[config.mk]
export PLATFORM = sky130hd
export DESIGN_NAME = pending_sched
export DESIGN_NICKNAME = d
export VERILOG_FILES = /design/src/rtl/pending_sched.sv
export SDC_FILE = /design/constraint.sdc
export NUM_CORES = 1
export LEC_CHECK = 0
export ABC_CLOCK_PERIOD_IN_PS = 1300
export CORE_MARGIN = 2
export CORE_UTILIZATION = 35
export CTS_CLUSTER_SIZE = 28
export DETAILED_ROUTE_END_ITERATION = 10
export PLACE_DENSITY = 0.79
export SETUP_SLACK_MARGIN = 0.4
export SLEW_MARGIN = 20
export SYNTH_ARGS = -nofsm -noshare
export SYNTH_HDL_FRONTEND = slang
export SYNTH_HIERARCHICAL = 1
export SYNTH_SLANG_ARGS = --single-unit
[constraint.sdc]
create_clock -name clk -period 1.3 [get_ports clk]
set_input_delay 0.13 -clock clk [delete_from_list [all_inputs] [get_ports clk]]
set_output_delay 0.13 -clock clk [all_outputs]
set_load 0.02 [all_outputs]
[src/rtl/pending_sched.sv]
// Sticky request collector feeding a highest-index priority encoder, with a
// registered valid/ready grant output. Optional sticky overflow flag: PENDING_SCHED_OVERFLOW_EN.

// Combinational highest-set-bit encoder.
module priority_enc #(
  parameter int unsigned VECTOR_W   = 8,
  parameter int unsigned POSITION_W = $clog2(VECTOR_W)
) (
  input  logic [VECTOR_W-1:0]   vector,
  output logic [POSITION_W-1:0] position,
  output logic                  valid
);

  // Ascending scan, last hit wins, so the most significant set bit is kept.
  always_comb begin
    position = '0;
    for (int unsigned i = 0; i < VECTOR_W; i++) begin
      if (vector[i]) position = POSITION_W'(i);
    end
  end

  assign valid = |vector;

endmodule

module pending_sched #(
  parameter int unsigned VECTOR_W   = 8,
  parameter int unsigned POSITION_W = $clog2(VECTOR_W)
) (
  input  logic                  clk,
  input  logic                  rst,
  input  logic [VECTOR_W-1:0]   req,
  output logic                  grant_valid,
  input  logic                  grant_ready,
  output logic [POSITION_W-1:0] grant_position,
  output logic [VECTOR_W-1:0]   pending
`ifdef PENDING_SCHED_OVERFLOW_EN
  ,
  output logic                  overflow
`endif
);

  logic [POSITION_W-1:0] sel;
  logic                  any_pending;
  logic                  load;
  logic [VECTOR_W-1:0]   sel_onehot;
  logic [VECTOR_W-1:0]   clear_mask;
  logic [VECTOR_W-1:0]   pending_next;

  priority_enc #(
    .VECTOR_W   (VECTOR_W),
    .POSITION_W (POSITION_W)
  ) u_enc (
    .vector   (pending),
    .position (sel),
    .valid    (any_pending)
  );

  // Output register takes a new grant when empty or being drained this cycle.
  assign load         = (~grant_valid | grant_ready) & any_pending;
  assign sel_onehot   = VECTOR_W'(1) << sel;
  assign clear_mask   = load ? sel_onehot : '0;
  // New requests are OR'd in after the clear, so set wins over clear.
  assign pending_next = (pending & ~clear_mask) | req;

  always_ff @(posedge clk or posedge rst) begin
    if (rst) begin
      pending        <= '0;
      grant_valid    <= 1'b0;
      grant_position <= '0;
    end else begin
      pending <= pending_next;
      if (load) begin
        grant_valid    <= 1'b1;
        grant_position <= sel;
      end else if (grant_ready) begin
        grant_valid    <= 1'b0;
      end
    end
  end

`ifdef PENDING_SCHED_OVERFLOW_EN
  logic merge_loss;

  // A request landing on a bit that is pending and not being granted is lost.
  assign merge_loss = |(req & pending & ~clear_mask);

  always_ff @(posedge clk or posedge rst) begin
    if (rst) begin
      overflow <= 1'b0;
    end else if (merge_loss) begin
      overflow <= 1'b1;
    end
  end
`endif

endmodule

==> results of run 1 <==
-- state kept, by name (all words and copies together) (netlist names) --
register and flops:
grant_position 3, pending 8, grant_valid 1
-- stage by stage --
step / setup slack [ns] / util
final: -0.0932 / 0.683
after global routing: -0.101 / 0.683
after CTS: -0.0587 / 0.675
after detailed placement: -0.0557 / 0.605
after global placement: -0.00587 / 0.605
after floorplan: -0.0520 / -
-- placed cells by master (no fill, tap or decap), drive strengths merged --
master	count
buf	27
nor2	18
dfrtp	12
clkdlybuf4s50	10
a21oi	10
clkbuf	4
nand2	3
nand2b	3
inv	3
nor3	2
mux2	2
o31ai	2
and3b	1
and3	1
a21o	1
or2b	1
nand4	1
-- power by group through the flow --
stage / clock [mW] / combinational [mW] / sequential (mW)
after floorplan: 0 / 0.0666 / 0.433
after global placement: 0 / 0.181 / 0.411
after detailed placement: 0 / 0.185 / 0.412
after CTS: 0.305 / 0.201 / 0.406
after global routing: 0.326 / 0.214 / 0.409
final: 0.293 / 0.200 / 0.406
-- layout make-up --
class	count	area, µm²	share of cell area
inverter	3	11.3	0.0107
multi-input combinational	45	314	0.298
tap	16	20.0	0.0190
timing repair buffer	37	363	0.345
sequential	12	308	0.293
clock buffer	4	36.3	0.0345
-- logic make-up after synthesis --
logic type	count (synthesis)
compound gates	13
buf+inv	3
flops	12
mux	2
simple gates	30
-- metal layers --
layer / vias to the layer above / global-route usage / part of all wire
li1: 282 / - / -
met4: 0 / 0.0882 / 0.0099
met5: - / 0 / 0
met1: 273 / 0.201 / 0.41
met2: 19 / 0.316 / 0.52
met3: 2 / 0.0520 / 0.060
-- worst max-delay path, delay by kind of cell (launching register included) --
kind / cells / cell delay [ns]
flip-flops: 1 / 0.45
multiplexers: 1 / 0.30
AND/OR/NAND/NOR: 3 / 0.53
-- repair_timing --
action,4_1_cts,5_1_grt
gates resized for setup,77,1
setup endpoints to repair,24,24
pin swaps,3,1
hold buffers,0,0
hold endpoints to repair,0,0
buffers inserted,5,1
-- worst max-delay path by stage --
stage / start / endpoint / slack (ns) / depth (start not counted)
after floorplan: pending[6] / grant_position[1] / -0.05 / 4
after global placement: pending[6] / grant_position[2] / -0.006 / 4
after detailed placement: pending[5] / grant_position[2] / -0.06 / 4
after CTS: pending[6] / grant_position[2] / -0.06 / 4
after global routing: pending[2] / grant_position[1] / -0.10 / 4
final: pending[5] / grant_position[1] / -0.09 / 4
==> results.md, run 1 <==
* TNS Setup at -0.352 ns
* Crit start category: register
* Setup WS post-layout at -0.0932 ns
* Gr ovfl total at 0
* Initial antenna violation count at 0
* Die footprint at roughly 0.0020 mm²
* Comb pwr share at 0.222
* Starting Density at 0.378
* Drt wl/cell at 13.8 µm
* Crit path cell chain: nor2_1 > nand4_1 > nand2_4 > mux2_4
* Core box area at approximately 0.0015 mm²
* Share of total power in the clock network at 0.326
* Seq pwr share at 0.452
* Synth warn at 6
* Max-cap violations at 0
* Post-synth ARST share at 1.00
* Worst-path clk slew at 0.08 ns
* Die Y at around 45 µm
* Cell area after synthesis at between 500 and 600 µm²
* Row count at 14
* Leakage power at about 0.44 nW
* Final setup vio count at 11
* GRT Overall Usage at 0.181
* CTS tree: yes
* Final Total Pwr at 899 µW
* Dominant cells by area after synthesis: dfrtp_1 (52%), nor2_1 (12%), a21oi_1 (7.7%)
* Area delta synth->final at 80.5%
* Max-slew headroom at 0.697
* Worst hold slack at 0.163 ns
* Clk_skew at 0.00139 ns
* RSZ-0062 raised after global routing: yes
* Via count at approximately 580
* Fmax at 718 MHz
* 1st-iter DRT viols at 5
* Post-synth top area cell: dfrtp_1
* Reg2reg setup slack at -0.09 ns
* Layout cells sized above 1 at 0.545
* Vias in the first global route at 619
* VDD IR max at 0.599 mV
* Critical Path Sink Type: register
* Gate Count Post-Synth at 60
* Post-synth top cells: nor2_1 (18), dfrtp_1 (12), a21oi_1 (9)
* Yosys reg bits at 12
* Final HPWL DP at ~1.1 mm
* Routed WL at 1.61 mm
* Final #Nets at 113
* Filler Cells Inserted at 136
* Avg Cell Area, Syn at between 9 and 10 µm²
* HP Class: input port to asynchronous set/reset pin
* Reg2Reg Depth at 4
* Drt first pass iters at 4
* Cell Int Power at 671 µW
* Max stage delay on crit path at 0.45 ns
* Complex-gate fraction of the synthesized area at 0.139
* Die width at approximately 45 µm
* Clk Latency, worst-skew pair at approximately 0.27 ns
* Synth unique cells at 19
* Worst R2R End: grant_position[1]
* FF-to-FF Start: pending[5]
* EDFF count, synth at 0
* Sw Ratio at 0.253
* Fin. max-slew vios at 0
* Synth Area in Simple Gates at 0.275
* First-pass GRT wire length at 2.53 mm
* Post-synthesis mux area share at 0.0515
* Slowest cell on the critical path: dfrtp_2
* I/O pin count at 23
* Synth Area in Adders at 0
* Hold Violations, Final at 0
* CTS H-tree lvls at 1
* IO buf count at 22
* Slew at the pin closest to its max-slew limit at 0.454 ns
* CTS max path bufs at 2
* Design area at 0.00105 mm²
* Critical-path maximum fanout at 4
* Critical path required time at 1.46 ns
* Sequential cell area fraction in the yosys report at 0.515
* Post-Layout Cell Count at 117
* # DRC at 0
* Placed cells at 107
* Main synth FF type: dfrtp_1
* Sw power at 228 µW
* Largest family of logic cells by synthesized area: simple AND/OR/NAND/NOR gates
* Post-route ant nets at 0
* Xor/xnor share of the synthesized area at 0
* Fin crit period at 1.39 ns
* Top-count cell post-synth: nor2_1
* Placed Area at ~930 µm²
* Largest net degree at the start of global routing at 13
* Root buf cell: clkbuf_4
* Placer congestion estimate at between 0.7 and 0.8
* TritonCTS Buffers at 3
* Syn nets at 71
* Power Dens Cells at 854 mW/mm²
* Status: finished with violations
* Antenna diode instance count at 0
* Worst path arrival time at 1.55 ns
* Critical path class: register to register
* Violated checks: negative setup slack
* Synth top area share at 0.515
* Tcrit/Tclk final at 1.07
* Avg Vias per Cell at 4.92
* Clock sinks at 12
Note: power is estimated with default switching activity, not from simulation.
==> inputs of run 2 (changes only) <==
--- a/config.mk
+++ b/config.mk
@@ -10,6 +10,7 @@
 export CORE_UTILIZATION = 35
 export CTS_CLUSTER_SIZE = 28
 export DETAILED_ROUTE_END_ITERATION = 10
+export GPL_ROUTABILITY_DRIVEN = 0
 export PLACE_DENSITY = 0.79
 export SETUP_SLACK_MARGIN = 0.4
 export SLEW_MARGIN = 20
==> results of run 2 <==
The final DEF is identical to that of run 1; final timing and power are the same.
